$ cat config.mk
export PLATFORM = sky130hd
export DESIGN_NAME = cmd_sequencer_flat
export DESIGN_NICKNAME = d
export VERILOG_FILES = /design/src/rtl/cmd_seq_pkg.sv /design/src/rtl/cmd_sequencer_if.sv /design/src/rtl/cmd_resp_serializer.sv /design/src/rtl/cmd_sequencer.sv /design/src/flat_wrapper.sv
export SDC_FILE = /design/constraint.sdc
export NUM_CORES = 1
export LEC_CHECK = 0
export ABC_AREA = 1
export CORE_ASPECT_RATIO = 2
export CORE_MARGIN = 8
export CORE_UTILIZATION = 55
export DETAILED_ROUTE_END_ITERATION = 7
export PLACE_DENSITY_LB_ADDON = 0.3
export SYNTH_ARGS = -nofsm -noshare
export SYNTH_HDL_FRONTEND = slang
export SYNTH_SLANG_ARGS = --single-unit
$ cat constraint.sdc
create_clock -name clk -period 3.4 [get_ports clk]
set_input_delay 0.34 -clock clk [delete_from_list [all_inputs] [get_ports clk]]
set_output_delay 0.34 -clock clk [all_outputs]
set_load 0.01 [all_outputs]
$ cat src/rtl/cmd_seq_pkg.sv
// Shared constants for the command sequencer: command/response bytes,
// frame geometry and FSM state encodings.
package cmd_seq_pkg;

  localparam logic [7:0] READ_CMD  = 8'h72;
  localparam logic [7:0] WRITE_CMD = 8'h77;
  localparam logic [7:0] ACK       = 8'h06;
  localparam logic [7:0] NAK       = 8'h15;

  localparam int FRAME_VALUE_BYTES = 4;

  localparam logic [2:0] IDLE    = 3'd0;
  localparam logic [2:0] ADDR    = 3'd1;
  localparam logic [2:0] VAL     = 3'd2;
  localparam logic [2:0] CHECK   = 3'd3;
  localparam logic [2:0] RD_WAIT = 3'd4;
  localparam logic [2:0] RESP    = 3'd5;

endpackage

$ cat src/rtl/cmd_sequencer_if.sv
// Register-bank host port plus TX FIFO write port driven by cmd_sequencer.
// The master side is the sequencer; the slave side is the bank and FIFO.
interface cmd_sequencer_if #(
  parameter int WIDTH      = 8,
  parameter int REG_WIDTH  = 32,
  parameter int ADDR_WIDTH = 4
);

  logic                  reg_we;
  logic                  reg_re;
  logic [ADDR_WIDTH-1:0] reg_addr;
  logic [REG_WIDTH-1:0]  reg_wdata;
  logic [REG_WIDTH-1:0]  reg_rdata;
  logic                  tx_w_en;
  logic [WIDTH-1:0]      tx_w_data;
  logic                  tx_full;

  modport master (
    output reg_we, reg_re, reg_addr, reg_wdata,
    input  reg_rdata,
    output tx_w_en, tx_w_data,
    input  tx_full
  );

  modport slave (
    input  reg_we, reg_re, reg_addr, reg_wdata,
    output reg_rdata,
    input  tx_w_en, tx_w_data,
    output tx_full
  );

endinterface

$ cat src/rtl/cmd_resp_serializer.sv
// Response serializer: loads one or four bytes (left-aligned, MSB first)
// and drains them into the TX FIFO whenever it is not full. o_done pulses
// on the cycle the final byte is written.
module cmd_resp_serializer #(
  parameter int WIDTH     = 8,
  parameter int REG_WIDTH = 32
) (
  input  logic                 clk,
  input  logic                 i_reset,
  input  logic                 i_load,
  input  logic [2:0]           i_count,
  input  logic [REG_WIDTH-1:0] i_data,
  input  logic                 i_tx_full,
  output logic                 o_tx_w_en,
  output logic [WIDTH-1:0]     o_tx_w_data,
  output logic                 o_done
);

  logic [REG_WIDTH-1:0] shift_q, shift_d;
  logic [2:0]           count_q, count_d;

  assign o_tx_w_en   = (count_q != 3'd0) && !i_tx_full;
  assign o_tx_w_data = shift_q[REG_WIDTH-1 -: WIDTH];
  assign o_done      = o_tx_w_en && (count_q == 3'd1);

  // Load a new response or shift out the head byte once the FIFO takes it.
  always_comb begin
    shift_d = shift_q;
    count_d = count_q;
    if (i_load) begin
      shift_d = i_data;
      count_d = i_count;
    end else if (o_tx_w_en) begin
      shift_d = shift_q << WIDTH;
      count_d = count_q - 3'd1;
    end
  end

  // Queue storage; reset discards any partly sent response.
  always_ff @(posedge clk) begin
    if (i_reset) begin
      shift_q <= '0;
      count_q <= '0;
    end else begin
      shift_q <= shift_d;
      count_q <= count_d;
    end
  end

endmodule

$ cat src/rtl/cmd_sequencer.sv
// UART command sequencer: decodes 6-byte frames (cmd, addr, 4 value bytes
// big-endian), drives the register-bank host port and queues responses.
// Optional macro CMD_SEQ_WRITE_READBACK_EN: a write is followed by a
// read of the same register and the 4 read-back bytes replace the ACK.
module cmd_sequencer
  import cmd_seq_pkg::*;
#(
  parameter int                 WIDTH          = 8,
  parameter int                 REG_WIDTH      = 32,
  parameter int                 ADDR_WIDTH     = 4,
  parameter int                 TIMEOUT_CYCLES = 500000,
  parameter logic [WIDTH-1:0]   READ_CMD       = cmd_seq_pkg::READ_CMD,
  parameter logic [WIDTH-1:0]   WRITE_CMD      = cmd_seq_pkg::WRITE_CMD
) (
  input  logic                clk,
  input  logic                i_reset,
  input  logic [WIDTH-1:0]    i_rx_data,
  input  logic                i_rx_dv,
  cmd_sequencer_if.master     bus,
  output logic                o_busy,
  output logic                o_err
);

  localparam int TW         = (TIMEOUT_CYCLES > 2) ? $clog2(TIMEOUT_CYCLES) : 1;
  localparam logic [TW-1:0] TMO_LAST  = TW'(TIMEOUT_CYCLES - 1);
  localparam logic [1:0]    LAST_BYTE = 2'(FRAME_VALUE_BYTES - 1);
  localparam int            ADDR_LIMIT = 2 ** ADDR_WIDTH;

  logic [2:0]           state_q, state_d;
  logic                 is_write_q, is_write_d;
  logic [WIDTH-1:0]     addr_q, addr_d;
  logic [REG_WIDTH-1:0] value_q, value_d;
  logic [1:0]           byte_cnt_q, byte_cnt_d;
  logic [TW-1:0]        tmo_q, tmo_d;
  logic                 err_q, err_d;
  logic                 rb_q, rb_d;

  logic                 reg_we, reg_re;
  logic                 load;
  logic [2:0]           load_count;
  logic [REG_WIDTH-1:0] load_data;
  logic                 ser_done;

  assign bus.reg_we    = reg_we;
  assign bus.reg_re    = reg_re;
  assign bus.reg_addr  = addr_q[ADDR_WIDTH-1:0];
  assign bus.reg_wdata = value_q;
  assign o_busy        = (state_q != IDLE);
  assign o_err         = err_q;

  cmd_resp_serializer #(
    .WIDTH     (WIDTH),
    .REG_WIDTH (REG_WIDTH)
  ) u_serializer (
    .clk         (clk),
    .i_reset     (i_reset),
    .i_load      (load),
    .i_count     (load_count),
    .i_data      (load_data),
    .i_tx_full   (bus.tx_full),
    .o_tx_w_en   (bus.tx_w_en),
    .o_tx_w_data (bus.tx_w_data),
    .o_done      (ser_done)
  );

  // Frame decode FSM: collects bytes, issues bank accesses, queues replies.
  always_comb begin
    state_d    = state_q;
    is_write_d = is_write_q;
    addr_d     = addr_q;
    value_d    = value_q;
    byte_cnt_d = byte_cnt_q;
    tmo_d      = tmo_q;
    rb_d       = rb_q;
    err_d      = 1'b0;
    reg_we     = 1'b0;
    reg_re     = 1'b0;
    load       = 1'b0;
    load_count = 3'd1;
    load_data  = {NAK, {(REG_WIDTH-WIDTH){1'b0}}};

    case (state_q)
      IDLE: begin
        if (i_rx_dv) begin
          if (i_rx_data == READ_CMD || i_rx_data == WRITE_CMD) begin
            is_write_d = (i_rx_data == WRITE_CMD);
            tmo_d      = '0;
            state_d    = ADDR;
          end else begin
            err_d   = 1'b1;
            load    = 1'b1;
            state_d = RESP;
          end
        end
      end
      ADDR: begin
        if (i_rx_dv) begin
          addr_d     = i_rx_data;
          byte_cnt_d = '0;
          tmo_d      = '0;
          state_d    = VAL;
        end else if (tmo_q == TMO_LAST) begin
          err_d   = 1'b1;
          state_d = IDLE;
        end else begin
          tmo_d = tmo_q + 1'b1;
        end
      end
      VAL: begin
        if (i_rx_dv) begin
          value_d = {value_q[REG_WIDTH-WIDTH-1:0], i_rx_data};
          tmo_d   = '0;
          if (byte_cnt_q == LAST_BYTE) begin
            state_d = CHECK;
          end else begin
            byte_cnt_d = byte_cnt_q + 2'd1;
          end
        end else if (tmo_q == TMO_LAST) begin
          err_d   = 1'b1;
          state_d = IDLE;
        end else begin
          tmo_d = tmo_q + 1'b1;
        end
      end
      CHECK: begin
        err_d = i_rx_dv;
        if (int'(addr_q) >= ADDR_LIMIT) begin
          err_d   = 1'b1;
          load    = 1'b1;
          state_d = RESP;
        end else if (is_write_q) begin
          reg_we = 1'b1;
`ifdef CMD_SEQ_WRITE_READBACK_EN
          rb_d    = 1'b1;
          state_d = RD_WAIT;
`else
          load      = 1'b1;
          load_data = {ACK, {(REG_WIDTH-WIDTH){1'b0}}};
          state_d   = RESP;
`endif
        end else begin
          reg_re  = 1'b1;
          state_d = RD_WAIT;
        end
      end
      RD_WAIT: begin
        err_d = i_rx_dv;
        if (rb_q) begin
          reg_re = 1'b1;
          rb_d   = 1'b0;
        end else begin
          load       = 1'b1;
          load_count = 3'd4;
          load_data  = bus.reg_rdata;
          state_d    = RESP;
        end
      end
      RESP: begin
        err_d = i_rx_dv;
        if (ser_done) begin
          state_d = IDLE;
        end
      end
      default: begin
        state_d = IDLE;
      end
    endcase
  end

  // FSM and frame registers; reset abandons any frame in progress.
  always_ff @(posedge clk) begin
    if (i_reset) begin
      state_q    <= IDLE;
      is_write_q <= 1'b0;
      addr_q     <= '0;
      value_q    <= '0;
      byte_cnt_q <= '0;
      tmo_q      <= '0;
      err_q      <= 1'b0;
      rb_q       <= 1'b0;
    end else begin
      state_q    <= state_d;
      is_write_q <= is_write_d;
      addr_q     <= addr_d;
      value_q    <= value_d;
      byte_cnt_q <= byte_cnt_d;
      tmo_q      <= tmo_d;
      err_q      <= err_d;
      rb_q       <= rb_d;
    end
  end

endmodule

$ cat src/flat_wrapper.sv
// flat-port wrapper written by rule: the top's interface ports become plain ports
module cmd_sequencer_flat import cmd_seq_pkg::*;
#(
  parameter int                 WIDTH          = 8,
  parameter int                 REG_WIDTH      = 32,
  parameter int                 ADDR_WIDTH     = 4,
  parameter int                 TIMEOUT_CYCLES = 500000,
  parameter logic [WIDTH-1:0]   READ_CMD       = cmd_seq_pkg::READ_CMD,
  parameter logic [WIDTH-1:0]   WRITE_CMD      = cmd_seq_pkg::WRITE_CMD
)
  (clk, i_reset, i_rx_data, i_rx_dv, o_busy, o_err, bus_reg_we, bus_reg_re, bus_reg_addr, bus_reg_wdata, bus_reg_rdata, bus_tx_w_en, bus_tx_w_data, bus_tx_full);
  cmd_sequencer_if #(.WIDTH(WIDTH), .REG_WIDTH(REG_WIDTH), .ADDR_WIDTH(ADDR_WIDTH)) bus_i ();
  input  logic clk;
  input  logic i_reset;
  input  logic [WIDTH-1:0] i_rx_data;
  input  logic i_rx_dv;
  output logic o_busy;
  output logic o_err;
  output wire logic [$bits(bus_i.reg_we)-1:0] bus_reg_we;
  output wire logic [$bits(bus_i.reg_re)-1:0] bus_reg_re;
  output wire logic [$bits(bus_i.reg_addr)-1:0] bus_reg_addr;
  output wire logic [$bits(bus_i.reg_wdata)-1:0] bus_reg_wdata;
  input wire logic [$bits(bus_i.reg_rdata)-1:0] bus_reg_rdata;
  output wire logic [$bits(bus_i.tx_w_en)-1:0] bus_tx_w_en;
  output wire logic [$bits(bus_i.tx_w_data)-1:0] bus_tx_w_data;
  input wire logic [$bits(bus_i.tx_full)-1:0] bus_tx_full;
  assign bus_reg_we = bus_i.reg_we;
  assign bus_reg_re = bus_i.reg_re;
  assign bus_reg_addr = bus_i.reg_addr;
  assign bus_reg_wdata = bus_i.reg_wdata;
  assign bus_i.reg_rdata = bus_reg_rdata;
  assign bus_tx_w_en = bus_i.tx_w_en;
  assign bus_tx_w_data = bus_i.tx_w_data;
  assign bus_i.tx_full = bus_tx_full;
  cmd_sequencer #(.WIDTH(WIDTH), .REG_WIDTH(REG_WIDTH), .ADDR_WIDTH(ADDR_WIDTH), .TIMEOUT_CYCLES(TIMEOUT_CYCLES), .READ_CMD(READ_CMD), .WRITE_CMD(WRITE_CMD)) u_core (.clk(clk), .i_reset(i_reset), .i_rx_data(i_rx_data), .i_rx_dv(i_rx_dv), .bus(bus_i), .o_busy(o_busy), .o_err(o_err));
endmodule
# [Word level (Yosys, flattened, before mapping)]
# Index checks and enable logic that the tools add are counted.
# Widths: inputs -> output; s select.
[totals] ff_bits=101 in_bits=44 output_inout_bits=49 word_cells=90
[op_classes] addsub=3 magnitude_cmp=1 n_eq_ne=18 n_mux=41 n_reduce_logical=18
[ops] op="$mux 32" n=3
[ops] op="$mux 19" n=4
[ops] op="$pmux 32 s2" n=1
[ops] op="$pmux 19 s2" n=1
[ops] op="$mux 3" n=11
[ops] op="$mux 29" n=1
[ops] op="$add 19x1->19 const B" n=1
[ops] op="$eq 19x19->1 const B" n=1
[ops] op="$pmux 3 s6" n=1
[ops] op="$eq 8x7->1 const B" n=2
[ops] op="$mux 1" n=13
[ops] op="$ge 8x5->1 const B" n=1
[ops] op="$ne 2x2->1 const B" n=4
[ops] op="$reduce_and 4->1" n=2
[ops] op="$eq 3x1->1 const B" n=2
[ops] op="$eq 3x2->1 const B" n=2
[ops] op="$eq 3x3->1 const B" n=2
[ops] op="$mux 2" n=3
[ops] op="$reduce_and 3->1" n=2
[ops] op="$reduce_bool 2->1" n=3
[ops] op="$reduce_bool 3->1" n=2
[ops] op="$ne 2x1->1 const B" n=2
[ops] op="$pmux 1 s4" n=1
[ops] op="$pmux 2 s2" n=1
[ops] op="other kinds (12)" n=15

# [Depth between registers and ports, before layout]
# Gate-level depths: netlist (run 1).
[depth] ltp_word=6 mapped_depth=12

# [Modules after synthesis]
# From an unflattened synthesis (run 1), not the netlist that was laid out.
[unflattened] cells_unflattened=818 area_unflattened_um2=5413.9
[by_module_without_submodules] mod="cmd_sequencer" n_inst=1 cells_each=556 area_each_um2=3563.4 seq_area_each_um2=1321.3
[by_module_without_submodules] mod="cmd_resp_serializer" n_inst=1 cells_each=262 area_each_um2=1850.5 seq_area_each_um2=700.7

# [Worst setup path after synthesis (run 1)]
# Ideal clock, no wire load.
[synth_timing] path_type="reg-to-reg" from="reg u_core.tmo_q[0]" to="reg u_core.tmo_q[12]" setup_time_ns=0.070 arrival_time_ns=1.554 required_ns=3.330 path_slack_ns=1.776 stages_incl_launch_ff=11 n_path_buf=1 synth_period_minus_slack_ns=1.624 path_cell_list="dfxtp_1 > ha_1 > inv_1 > nor2_4 > inv_1 > nor2_4 > nand3_4 > nand2_4 > buf_8 > nand2_1 > a21oi_1"
[synth_between] elab_chain_cells=4 elab_cells_between_ends=7 cone_classes="add/sub (1); eq/ne (2); mux (3); reduce/logical (1)"
[synth_rtl] item="start: declaration" line_no="cmd_sequencer.sv:34" source="logic [TW-1:0] tmo_q, tmo_d;"
[synth_rtl] item="start signal: assignment" line_no="cmd_sequencer.sv:187" source="tmo_q <= tmo_d;"
[synth_rtl] item="$add 19x1->19" line_no="cmd_sequencer.sv:106, cmd_sequencer.sv:122"
[synth_rtl] item="$mux 19" line_no="cmd_sequencer.sv:102, cmd_sequencer.sv:118"
[synth_rtl] item="$mux 19" line_no="cmd_sequencer.sv:110" source="if (i_rx_dv) begin"
[synth_rtl] item="$pmux 19 s2" line_no="cmd_sequencer.sv:82" source="case (state_q)"
# Parallel ways exist; a longest one is shown, timed or not. The select of a mux whose other input is x is not followed.
# A chain may end at the register's enable or synchronous reset.

# [Worst setup path after layout (run 1)]
[layout_timing] from="reg u_core.state_q[1]" to="reg u_core.u_serializer.shift_q[13]"
[layout_between] elab_chain_cells=3 elab_cells_between_ends=7 cone_classes="eq/ne (2); mux (3); reduce/logical (2)"
[layout_rtl] item="start: declaration" line_no="cmd_sequencer.sv:29" source="logic [2:0] state_q, state_d;"
[layout_rtl] item="start signal: assignment" line_no="cmd_sequencer.sv:182" source="state_q <= state_d;"
[layout_rtl] item="$eq 3x3->1 (tied with other cells)" line_no="cmd_sequencer.sv:82"
[layout_rtl] item="$pmux 1 s3 or $pmux 32 s2 (tied branches)" line_no="cmd_sequencer.sv:82"
[layout_rtl] item="$mux 32 or $reduce_bool 2->1 (tied branches)"
[layout_rtl] item="end signal: assignment" line_no="cmd_resp_serializer.sv:45" source="shift_q <= shift_d;"
[layout_rtl] item="end: declaration" line_no="cmd_resp_serializer.sv:19" source="logic [REG_WIDTH-1:0] shift_q, shift_d;"
# Parallel ways exist; a longest one is shown, timed or not.

==> results of run 1 <==
## cell families (layout without fill, tap and decap cells)
group                    Yosys count  count (layout)  synth area share
flip-flops                       101             101            0.4114
AO/OA/AOI/OAI                    126             126            0.1370
adder cells (fa/ha/maj)            5               5           0.01273
AND/OR/NAND/NOR                  351             351            0.3185
buffers and inverters            123             196            0.1151
XOR/XNOR                           3               3          0.005347
## state kept, by name (all words and copies together), names as in the netlist
| name | count |
|---|---|
| u_core.addr_q | 8 |
| u_core.bus.reg_wdata | 32 |
| u_core.byte_cnt_q | 2 |
| u_core.is_write_q | 1 |
| u_core.o_err | 1 |
| u_core.state_q | 3 |
| u_core.tmo_q | 19 |
| u_core.u_serializer.count_q | 3 |
| u_core.u_serializer.shift_q | 32 |
## power groups by stage
stage	sequential (mW)	combinational [mW]	clock [mW]
final	1.48	1.37	1.01
after global routing	1.50	1.53	1.07
after CTS	1.47	1.37	1.02
after detailed placement	1.50	1.36	0
after global placement	1.50	1.33	0
after floorplan	1.49	1.05	0
## layer usage
layer / part of all wire / global-route usage
met1: 0.44 / 0.2188
met2: 0.48 / 0.3230
met3: 0.068 / 0.06158
met4: 0.020 / 0.08407
met5: 0 / 0
## worst reg2reg max path: cells and delay by family (launching register included)
family	cells	cell delay, ps
AO/OA/AOI/OAI	2	650
buffers and inverters	3	670
AND/OR/NAND/NOR	4	460
flip-flops	1	480
## stage by stage
stage	cell area [µm²]	util	cells
floorplan	4915	-	709
global placement	5754	0.6518	868
detailed placement	5754	0.6518	868
CTS	6047	0.6849	884
global route	6047	0.6849	884
finish	6047	0.6849	884
## cell type report
type                    instances  share of cell area
multi-input cells             485              0.3849
flip-flops and latches        101              0.3344
repair buffers                 98              0.1597
clock buffers                  10             0.03952
clock inverters                 6            0.008897
inverters                      82             0.05152
well taps                     102             0.02110
## worst min path at each step
stage,end,cells after the start
3_3_place_gp,u_core.u_serializer.shift_q[4]$_SDFFE_PP0P_,2
2_1_floorplan,u_core.u_serializer.shift_q[0]$_SDFFE_PP0P_,2
3_5_place_dp,u_core.u_serializer.shift_q[4]$_SDFFE_PP0P_,2
5_1_grt,u_core.u_serializer.shift_q[16]$_SDFFE_PP0P_,2
6_report,u_core.u_serializer.shift_q[1]$_SDFFE_PP0P_,2
4_1_cts,u_core.u_serializer.shift_q[5]$_SDFFE_PP0P_,2
## placed cells by master (no fill, tap or decap), types with 4 or more instances in the layout
cell type,n
sky130_fd_sc_hd__inv_1,76
sky130_fd_sc_hd__buf_4,6
sky130_fd_sc_hd__nand2_2,4
sky130_fd_sc_hd__nor2_2,4
sky130_fd_sc_hd__inv_2,4
sky130_fd_sc_hd__a21oi_1,48
sky130_fd_sc_hd__nor2_1,103
sky130_fd_sc_hd__dfxtp_1,101
sky130_fd_sc_hd__ha_1,5
sky130_fd_sc_hd__clkdlybuf4s50_1,92
sky130_fd_sc_hd__o21ai_0,66
sky130_fd_sc_hd__nor3_1,7
sky130_fd_sc_hd__nand2_1,157
sky130_fd_sc_hd__nand4_1,29
sky130_fd_sc_hd__clkbuf_16,9
sky130_fd_sc_hd__nand3_1,34
==> metrics.md, run 1 <==
| Metric | Value |
|---|---|
| Vias per Instance | 5.233 |
| Number of gates resized after CTS | 0 |
| Capture point of the worst path | u_core.u_serializer.shift_q[13]$_SDFFE_PP0P_ |
| Final count of negative-setup-slack endpoints | 0 |
| Combinational share of power | 0.356 |
| RSZ-0062 raised after global routing | false |
| Cell type with the highest aggregate area in the netlist | sky130_fd_sc_hd__dfxtp_1 |
| Critical path's slowest cell | sky130_fd_sc_hd__dfxtp_1 |
| Vias in the first global route | about 4500 |
| Area share of the largest cell type after synthesis | 0.4114 |
| Internal power component | between 2 and 2.5 mW |
| Most frequent cell after synthesis | sky130_fd_sc_hd__nand2_1 |
| Count of hold buffers inserted by post-cts repair | 0 |
| Worst Reg-to-Reg Cells | 9 |
| Clock sink count | 101 |
| Number of CTS-inserted buffers | 9 |
| Synthesized area divided by synthesized cell count | ~7 µm² |
| Worst path cell trace | nor2_1 > inv_1 > nor2_2 > buf_4 > a21oi_4 > nand3_2 > clkinv_2 > nand2_1 > a21oi_1 |
| Longest Clk Path Bufs | 2 |
| Max VDD drop | 0.4535 mV |
| Ant diodes | 0 |
| Routed vias | around 4600 |
| Combined area of the multi-input logic cells | 0.002327 mm² |
| Final clock skew | 9.411 ps |
| Buffers on Ports | 92 |
| Area contributors post-synth | sky130_fd_sc_hd__dfxtp_1 (41%), sky130_fd_sc_hd__nand2_1 (12%), sky130_fd_sc_hd__nor2_1 (7.9%), sky130_fd_sc_hd__o21ai_0 (6.7%), sky130_fd_sc_hd__inv_1 (5.8%) |
| Worst relative slew slack | 0.6321 |
| Share of the clock period used by the worst path after layout | 0.6854 |
| Kind of cell adding the most delay to the critical path | buffers and inverters |
| Fmax | 429.1 MHz |
| Switching share of total power | 0.3806 |
| Half-perimeter wire length after placement | 8472 µm |
| Total die area | 0.01240 mm² |
| Unique cell type count in the Yosys netlist | 35 |
| Synthesized netlist cell count | 709 |
| Largest net degree at the start of global routing | 44 |
| Bufs and invs on worst path | 3 |
| Root buffer selected by CTS | sky130_fd_sc_hd__clkbuf_16 |
| Overflow left after global routing | 0 |
| Routability cong. | 0.8960 |
| CTS tree | yes |
| Class of the worst hold path | register to register |
| Max stage delay on crit path | 480 ps |
| Endpoint class of the critical path | register |
| Clock slew at the register clock pins of the worst setup and hold paths | 70 ps |
| Path length in cells of the critical path | 9 |
| Setup Buffers After CTS | 0 |
| # IOs | 93 |
| Post-synth EDFFs | 0 |
| Routed wire per std cell | 13.63 µm |
| Sw power | 1.467 mW |
| Pre-CTS worst setup slack | 963.0 ps |
| Total track usage | 0.1929 |
| Final-layout worst hold slack | 461.6 ps |
| Fill cell total of the finished layout | between 700 and 800 |
| Setup crit start kind | register |
| LEAKAGE | 2.492 nW |
| Reg power frac | 0.383 |
| Final wirelength | 12050 µm |
| Antenna violations before repair | 0 |
| Cell area after technology mapping | 0.004915 mm² |
| Worst reg2reg path startpoint | u_core.state_q[1]$_SDFFE_PP0P_ |
| Post-Syn Nets | 758 |
| Placeable core area | 0.008828 mm² |
| Synthesis Warnings | 0 |
| Register-to-register setup slack | approximately 1100 ps |
| Final worst slack | roughly 1100 ps |
| Proportion of synthesized chip area in sequential cells | 0.4114 |
| Transition time of the tightest slew-check pin | roughly 550 ps |
| Setup_tns | 0 ps |
| Cell Rows | 49 |
| Fraction of registers with async set or reset after synthesis | 0 |
| Share of final-layout standard cells stronger than drive strength 1 | 0.06777 |
| Antenna Nets Post-Route | 0 |
| Proportion of power drawn by the clock network | 0.261 |
| Initial standard-cell utilization of the core | 0.5567 |
| Critical path data arrival time | 2600 ps |
| Required time of the critical path | ~3700 ps |
| Cell Pwr Density | 637.4 mW/mm² |
| Final-report hold violation count | 0 |
| Clk_lat worst skew | 350 ps |
| Count of unresolved DRC violations after routing | 0 |
| Top FF cell, synth | sky130_fd_sc_hd__dfxtp_1 |
| Pre-antenna DRT Iters | 5 |
| Max Cap Viol | 0 |
| Startpoint of the worst setup timing path | u_core.state_q[1]$_SDFFE_PP0P_ |
| Reg2reg end | u_core.u_serializer.shift_q[13]$_SDFFE_PP0P_ |
| DIE WIDTH | 82.84 µm |
| Leading post-synthesis cells by instance count | sky130_fd_sc_hd__nand2_1 (157), sky130_fd_sc_hd__nor2_1 (103), sky130_fd_sc_hd__dfxtp_1 (101) |
| Status | completed |
| FF+latch area | ~0.0020 mm² |
| Critical path class | register to register |
| Vertical extent of the die | ~150 µm |
| Signed area change from the synthesized netlist to the final layout | 23.04% |
| Register bit count reported by yosys | roughly 100 |
| Drt initial violations | 242 |
| # H-tree levels | 3 |
| Min-delay src | u_core.u_serializer.shift_q[1]$_SDFFE_PP0P_ |
| Layout net count | ~830 |
| Final Critical Period | roughly 2300 ps |
| Total power after layout | 3.854 mW |
| Final number of max-transition violations | 0 |
| Global-route wire length before repair | 20240 µm |
| Critical-path maximum fanout | 33 |
Power figures use the tool's default switching activity.
==> inputs of run 2 (changes only) <==
--- a/config.mk
+++ b/config.mk
@@ -8,7 +8,7 @@
 export ABC_AREA = 1
 export CORE_ASPECT_RATIO = 2
 export CORE_MARGIN = 8
-export CORE_UTILIZATION = 55
+export CORE_UTILIZATION = 47
 export DETAILED_ROUTE_END_ITERATION = 7
 export PLACE_DENSITY_LB_ADDON = 0.3
 export SYNTH_ARGS = -nofsm -noshare
==> constraint.sdc (replaced) <==
create_clock -name clk -period 1.9 [get_ports clk]
set_input_delay 0.19 -clock clk [delete_from_list [all_inputs] [get_ports clk]]
set_output_delay 0.19 -clock clk [all_outputs]
set_load 0.01 [all_outputs]
==> run 2 against run 1 <==
  * Sequential share of layout area is 1.8 points lower
  * Count of clock-buffer cells in the layout fell by 1
  * Wire length up 5.5%
  * Highest routed layer unchanged
  * Via count grew 3.3%
  * Critical path type is now register to output port
==> metrics.md, run 2 (synthesis results as in run 1) <==
| Metric | Value |
|---|---|
| Status | completed |
| DIE WIDTH | 88.31 µm (+6.6%) |
| Endpoint class of the critical path | output port |
| Highest-count cells in the layout ignoring fill and taps | sky130_fd_sc_hd__nand2_1 (156), sky130_fd_sc_hd__nor2_1 (102), sky130_fd_sc_hd__dfxtp_1 (100) |
| Vertical extent of the die | 160.6 µm (+7.3%) |
| Critical path's slowest cell | sky130_fd_sc_hd__clkdlybuf4s50_1 |
| # H-tree levels | 3 (unchanged) |
| Routed vias | 4778 (+3.3%) |
| Routed wire per std cell | 13.41 µm (-1.6%) |
| LEAKAGE | 2.686 nW (+7.8%) |
| Critical-path maximum fanout | 4 (-88%) |
| Share of the clock period used by the worst path after layout | 0.9400 |
| Number of placed cells counting well taps | 930 (+7.1%) |
| Worst relative slew slack | 0.7485 (+0.1164) |
| Placeable core area | 0.01034 mm² (+17%) |
| Signed area change from the synthesized netlist to the final layout | 30.02% |
| Ant diodes | 0 (unchanged) |
| Total power after layout | 7.377 mW (+91%) |
| Vias in the first global route | 4572 (+0.77%) |
| Initial standard-cell utilization of the core | 0.4751 (-0.08160) |
| Longest Clk Path Bufs | 2 (unchanged) |
| Class of the worst hold path | input port to register |
| Max VDD drop | 0.6933 mV (+53%) |
| Antenna violations before repair | 0 (unchanged) |
| Critical path class | register to output port |
| Buffers on Ports | 92 (unchanged) |
| RSZ-0062 raised after global routing | false |
| Total track usage | 0.1830 (-0.009895) |
| Layout net count | 855 (+3.5%) |
| Clk_lat worst skew | 350 ps (about the same) |
| Startpoint of the worst setup timing path | u_core.state_q[2]$_SDFFE_PP0P_ |
| Final-layout worst hold slack | 396.2 ps (-65.38 ps) |
| Reg2reg end | u_core.state_q[2]$_SDFFE_PP0P_ |
| Transition time of the tightest slew-check pin | 375.9 ps (-174.0 ps) |
| Critical path data arrival time | 1600 ps (-1000 ps) |
| Layout Cells excl Fill | 948 (+7.2%) |
| Required time of the critical path | 1710 ps (-1960 ps) |
| Clock sink count | 101 (unchanged) |
| Capture point of the worst path | o_busy |
| Antenna Nets Post-Route | 0 (unchanged) |
| Vias per Instance | 5.040 (-3.7%) |
| CTS tree | yes |
| Overflow left after global routing | 0 (unchanged) |
| Global-route wire length before repair | 20970 µm (+3.6%) |
| Max Cap Viol | 0 (unchanged) |
| Number of CTS-inserted buffers | 9 (unchanged) |
| Pre-antenna DRT Iters | 5 (unchanged) |
| FF+latch area | 0.002023 mm² (about the same) |
| Register-to-register setup slack | 140 ps (-930 ps) |
| Count of unresolved DRC violations after routing | 0 (unchanged) |
| Final Critical Period | 1786 ps |
| Worst Reg-to-Reg Cells | 9 (unchanged) |
| Worst reg2reg path startpoint | u_core.u_serializer.count_q[0]$_SDFFE_PP0P_ |
| Setup crit start kind | register |
| Cell Rows | 53 (+8.2%) |
| Fmax | 559.9 MHz |
| Combined area of the multi-input logic cells | 0.002345 mm² (+0.75%) |
| Total die area | 0.01418 mm² (+14%) |
| Final wirelength | 12710 µm (+5.5%) |
| Final-report hold violation count | 0 (unchanged) |
| Share of final-layout standard cells stronger than drive strength 1 | 0.1060 (+0.03827) |
| Cell Pwr Density | 1155 mW/mm² (+81%) |
| Worst path cell trace | inv_1 > nand2_1 > clkdlybuf4s50_1 |
| Largest net degree at the start of global routing | 54 (+23%) |
| Clock slew at the register clock pins of the worst setup and hold paths | 70 ps (about the same) |
| Max stage delay on crit path | 580 ps (+100 ps) |
| Root buffer selected by CTS | sky130_fd_sc_hd__clkbuf_16 |
| Utilization after layout | 0.6177 (-0.06727) |
| Most common cell after layout, fill and taps aside | sky130_fd_sc_hd__nand2_1 |
| Routability cong. | 0.8615 (-3.9%) |
| Half-perimeter wire length after placement | 9148 µm (+8.0%) |
| Final count of negative-setup-slack endpoints | 0 (unchanged) |
| Final number of max-transition violations | 0 (unchanged) |
| # IOs | 93 (unchanged) |
| Drt initial violations | 295 (+22%) |
| Fill cell total of the finished layout | 974 (+26%) |
| Final clock skew | 9.094 ps (-0.3168 ps) |
-- run 2: report_power, final --
part	leakage, nW	switching [mW]	internal (mW)	total, mW
sequential	0.820	0.199	2.44	2.64
combinational	1.71	1.65	1.14	2.79
clock	0.152	0.887	1.06	1.94
-- run 2: layer usage --
layer	part of all wire	vias to the layer above	global-route usage	routed length, µm
met4	0.026	0	0.07991	325
met5	0	-	0	0
met3	0.059	28	0.04759	755
li1	-	2462	-	-
met1	0.43	2161	0.2203	5480
met2	0.48	127	0.2937	6148
-- run 2: area by class of cell --
class | count | share of cell area
well taps | 137 | 0.02683
flip-flops and latches | 101 | 0.3166
inverters | 82 | 0.04895
multi-input cells | 485 | 0.3669
clock buffers | 9 | 0.03525
clock inverters | 7 | 0.01429
repair buffers | 127 | 0.1911
-- run 2: timing repair --
| item | in CTS | in global routing |
|---|---|---|
| setup endpoints to repair | 3 | 27 |
| hold buffers | 0 | 0 |
| gates resized for setup | 5 | 4 |
| buffers inserted | 0 | 2 |
| pin swaps | 1 | 2 |
-- run 2: through the flow --
step                      worst slack [ps]  setup TNS (ps)  instance area (µm²)
after global routing                 10.05               0                 6390
after CTS                           -91.39          -91.39                 6367
after global placement               39.33               0                 6038
after floorplan                      275.6               0                 4915
final                                113.9               0                 6390
after detailed placement            -52.99          -406.7                 6038
-- run 2: worst max-delay path, delay by kind of cell, from the launching register on --
family / cells / cell delay (ps)
and+or+nand+nor: 1 / 170
DFF: 1 / 380
buffers and inverters: 2 / 710
-- run 2: worst min-delay path by stage --
stage                                                       from                                           end  slack, ps  cells after the start
floorplan                                           i_rx_data[0]                 u_core.addr_q[0]$_SDFFE_PP0P_        320                      2
global placement     u_core.u_serializer.shift_q[4]$_SDFFE_PP0P_   u_core.u_serializer.shift_q[4]$_SDFFE_PP0P_        450                      2
detailed placement  u_core.u_serializer.shift_q[27]$_SDFFE_PP0P_  u_core.u_serializer.shift_q[27]$_SDFFE_PP0P_        450                      2
CTS                                             bus_reg_rdata[5]   u_core.u_serializer.shift_q[5]$_SDFFE_PP0P_        390                      3
global route                                    bus_reg_rdata[5]   u_core.u_serializer.shift_q[5]$_SDFFE_PP0P_        410                      3
finish                                          bus_reg_rdata[4]   u_core.u_serializer.shift_q[4]$_SDFFE_PP0P_        400                      3
==> inputs of run 3 (changes only) <==
--- a/config.mk
+++ b/config.mk
@@ -10,7 +10,8 @@
 export CORE_MARGIN = 8
 export CORE_UTILIZATION = 47
 export DETAILED_ROUTE_END_ITERATION = 7
-export PLACE_DENSITY_LB_ADDON = 0.3
+export GPL_TIMING_DRIVEN = 0
+export PLACE_DENSITY = 0.85
 export SYNTH_ARGS = -nofsm -noshare
 export SYNTH_HDL_FRONTEND = slang
 export SYNTH_SLANG_ARGS = --single-unit
==> constraint.sdc (replaced) <==
create_clock -name clk -period 1.9 [get_ports clk]
set_input_delay 0.19 -clock clk [delete_from_list [all_inputs] [get_ports clk]]
set_output_delay 0.19 -clock clk [all_outputs]
set_load 0.005 [all_outputs]
==> run 3 against run 2 <==
  * Design area increased by 0.74%
  * Count of clock-buffer cells in the layout increased by 1
  * Non-clock buffer count increased by 13
  * Register-to-register slack got worse by 40 ps
  * Critical path depth increased by 7
  * Total power increased by 2.0%
  * Sequential share of layout area decreased by 0.19 points
  * First-iteration DRC count increased by 43%
  * Global-route usage increased by 2.2 points
  * Critical path type is now register to register
  * Critical endpoint is now u_core.u_serializer.shift_q[21]$_SDFFE_PP0P_
==> metrics.md, run 3 (synthesis results as in run 1) <==
| Metric | Value |
|---|---|
| Final count of negative-setup-slack endpoints | 0 (unchanged) |
| Share of final-layout standard cells stronger than drive strength 1 | 0.1092 (+0.003181) |
| DIE WIDTH | 88.31 µm (unchanged) |
| Buffers on Ports | 92 (unchanged) |
| Required time of the critical path | 2210 ps (+500 ps) |
| Routed vias | 5073 (+6.2%) |
| Max Cap Viol | 0 (unchanged) |
| Class of the worst hold path | input port to register |
| Hold Crit Depth | 3 (unchanged) |
| # H-tree levels | 3 (unchanged) |
| Longest Clk Path Bufs | 2 (unchanged) |
| Combined area of the multi-input logic cells | 0.002384 mm² (+1.7%) |
| Drt initial violations | 421 (+43%) |
| Layout Cells excl Fill | 961 (+1.4%) |
| RSZ-0062 raised after global routing | false |
| Final clock skew | 8.261 ps (-0.8328 ps) |
| Placeable core area | 0.01034 mm² (unchanged) |
| Setup crit start kind | register |
| Ant diodes | 0 (unchanged) |
| Final Critical Period | 1801 ps (+14.83 ps) |
| Largest net degree at the start of global routing | 18 (-67%) |
| Pre-antenna DRT Iters | 5 (unchanged) |
| Critical-path maximum fanout | 10 (+6) |
| Root buffer selected by CTS | sky130_fd_sc_hd__clkbuf_16 |
| Cell Rows | 53 (unchanged) |
| Clock slew at the register clock pins of the worst setup and hold paths | 70 ps (about the same) |
| Worst relative slew slack | 0.6029 (-0.1456) |
| Most common cell after layout, fill and taps aside | sky130_fd_sc_hd__nand2_1 |
| Worst Reg-to-Reg Cells | 10 (+1) |
| Highest-count cells in the layout ignoring fill and taps | sky130_fd_sc_hd__nand2_1 (156), sky130_fd_sc_hd__nor2_1 (100), sky130_fd_sc_hd__dfxtp_1 (98) |
| Transition time of the tightest slew-check pin | 595.7 ps (+219.8 ps) |
| Share of the clock period used by the worst path after layout | 0.9478 (+0.007806) |
| Final number of max-transition violations | 0 (unchanged) |
| Total track usage | 0.2046 (+0.02155) |
| Max VDD drop | 0.7343 mV (+5.9%) |
| Total die area | 0.01418 mm² (unchanged) |
| Layout net count | 868 (+1.5%) |
| Count of unresolved DRC violations after routing | 0 (unchanged) |
| Cell Pwr Density | 1169 mW/mm² (+1.2%) |
| Number of placed cells counting well taps | 938 (+0.86%) |
| Vias in the first global route | 4966 (+8.6%) |
| Final wirelength | 14350 µm (+13%) |
| Initial standard-cell utilization of the core | 0.4751 (unchanged) |
| Clk_lat worst skew | 360 ps (about the same) |
| FF+latch area | 0.002026 mm² (+0.12%) |
| Routed wire per std cell | 14.93 µm (+11%) |
| Antenna Nets Post-Route | 0 (unchanged) |
| Signed area change from the synthesized netlist to the final layout | 30.98% |
| Final-layout worst hold slack | 400.3 ps (+4.139 ps) |
| CTS tree | yes |
| Clock sink count | 101 (unchanged) |
| Endpoint class of the critical path | register |
| Number of CTS-inserted buffers | 9 (unchanged) |
| Fmax | 555.3 MHz (-0.82%) |
| # IOs | 93 (unchanged) |
| Routability cong. | 0.8802 (+2.2%) |
| Critical path class | register to register |
| Utilization after layout | 0.6223 (+0.004596) |
| Global-route wire length before repair | 23200 µm (+11%) |
| Fill cell total of the finished layout | 896 (-8.0%) |
| Status | completed |
| Final-report hold violation count | 0 (unchanged) |
| Critical path data arrival time | 2110 ps (+510 ps) |
| Antenna violations before repair | 0 (unchanged) |
| Vertical extent of the die | 160.6 µm (unchanged) |
| Overflow left after global routing | 0 (unchanged) |
| LEAKAGE | 2.683 nW (about the same) |
| Half-perimeter wire length after placement | 10300 µm (+13%) |
| Vias per Instance | 5.279 (+4.7%) |
run 3: changes by cell type in the layout (fill, tap and decap cells not counted), moves of 3 or more:
| cell | change |
|---|---|
| sky130_fd_sc_hd__clkbuf_1 | +13 |
| sky130_fd_sc_hd__buf_2 | +5 |
| sky130_fd_sc_hd__buf_12 | -3 |
| sky130_fd_sc_hd__buf_6 | +4 |
| sky130_fd_sc_hd__buf_4 | -11 |
run 3: worst paths after layout:
check / from / end / slack [ps]
hold / removal: bus_reg_rdata[6] / u_core.u_serializer.shift_q[6]$_SDFFE_PP0P_ / 400
setup reg to reg: u_core.addr_q[6]$_SDFFE_PP0P_ / u_core.u_serializer.shift_q[21]$_SDFFE_PP0P_ / 100
hold reg to reg: u_core.u_serializer.shift_q[4]$_SDFFE_PP0P_ / u_core.u_serializer.shift_q[4]$_SDFFE_PP0P_ / 460
setup / recovery: u_core.addr_q[6]$_SDFFE_PP0P_ / u_core.u_serializer.shift_q[21]$_SDFFE_PP0P_ / 100
run 3: critical path, stage by stage (launching register included):
cell and delay [ps]:
sky130_fd_sc_hd__dfxtp_1 320, sky130_fd_sc_hd__nor2_2 130, sky130_fd_sc_hd__nand4_1 170, sky130_fd_sc_hd__buf_4 200
sky130_fd_sc_hd__a21oi_4 210, sky130_fd_sc_hd__buf_6 180, sky130_fd_sc_hd__buf_4 170, sky130_fd_sc_hd__nand4_1 120
sky130_fd_sc_hd__nand3_1 120, sky130_fd_sc_hd__nand2_1 70, sky130_fd_sc_hd__inv_1 60
run 3: layout make-up:
type | count | share of cell area
Inverter | 82 | 0.04840
Sequential cell | 101 | 0.3147
Multi-Input combinational cell | 485 | 0.3703
Clock buffer | 10 | 0.03712
Clock inverter | 6 | 0.01050
Timing Repair Buffer | 99 | 0.1512
Buffer | 41 | 0.04121
Tap cell | 137 | 0.02663
run 3: routing by layer:
| metal | part of all wire | GRT usage | wire length [µm] | up-vias |
|---|---|---|---|---|
| met5 | 0 | 0 | 0 | - |
| met4 | 0.028 | 0.09310 | 404 | 0 |
| met3 | 0.093 | 0.07165 | 1341 | 36 |
| met2 | 0.48 | 0.3316 | 6899 | 226 |
| met1 | 0.40 | 0.2305 | 5701 | 2320 |
| li1 | - | - | - | 2491 |
run 3: stage by stage:
step	setup TNS (ps)	instance area (µm²)	total power, mW	setup WS, ps
after floorplan	0	4915	4.484	275.6
after global placement	-4303	6007	5.330	-238.1
after detailed placement	-8831	6007	5.438	-279.8
after CTS	0	6366	7.426	13.77
after global routing	0	6437	7.957	17.40
final	0	6437	7.523	99.10
run 3: report_power, final:
group	internal, mW	total (mW)	switching (mW)
registers	2.45	2.67	0.221
logic	1.21	2.94	1.73
clock network	1.06	1.92	0.852
total	4.72	7.52	2.80
run 3: repair_timing:
action / CTS / global route
hold buffers: 0 / 0
setup endpoints to repair: 11 / 41
setup buffers: 3 / 4
gates resized for setup: 12 / 11
pin swaps: 3 / 2
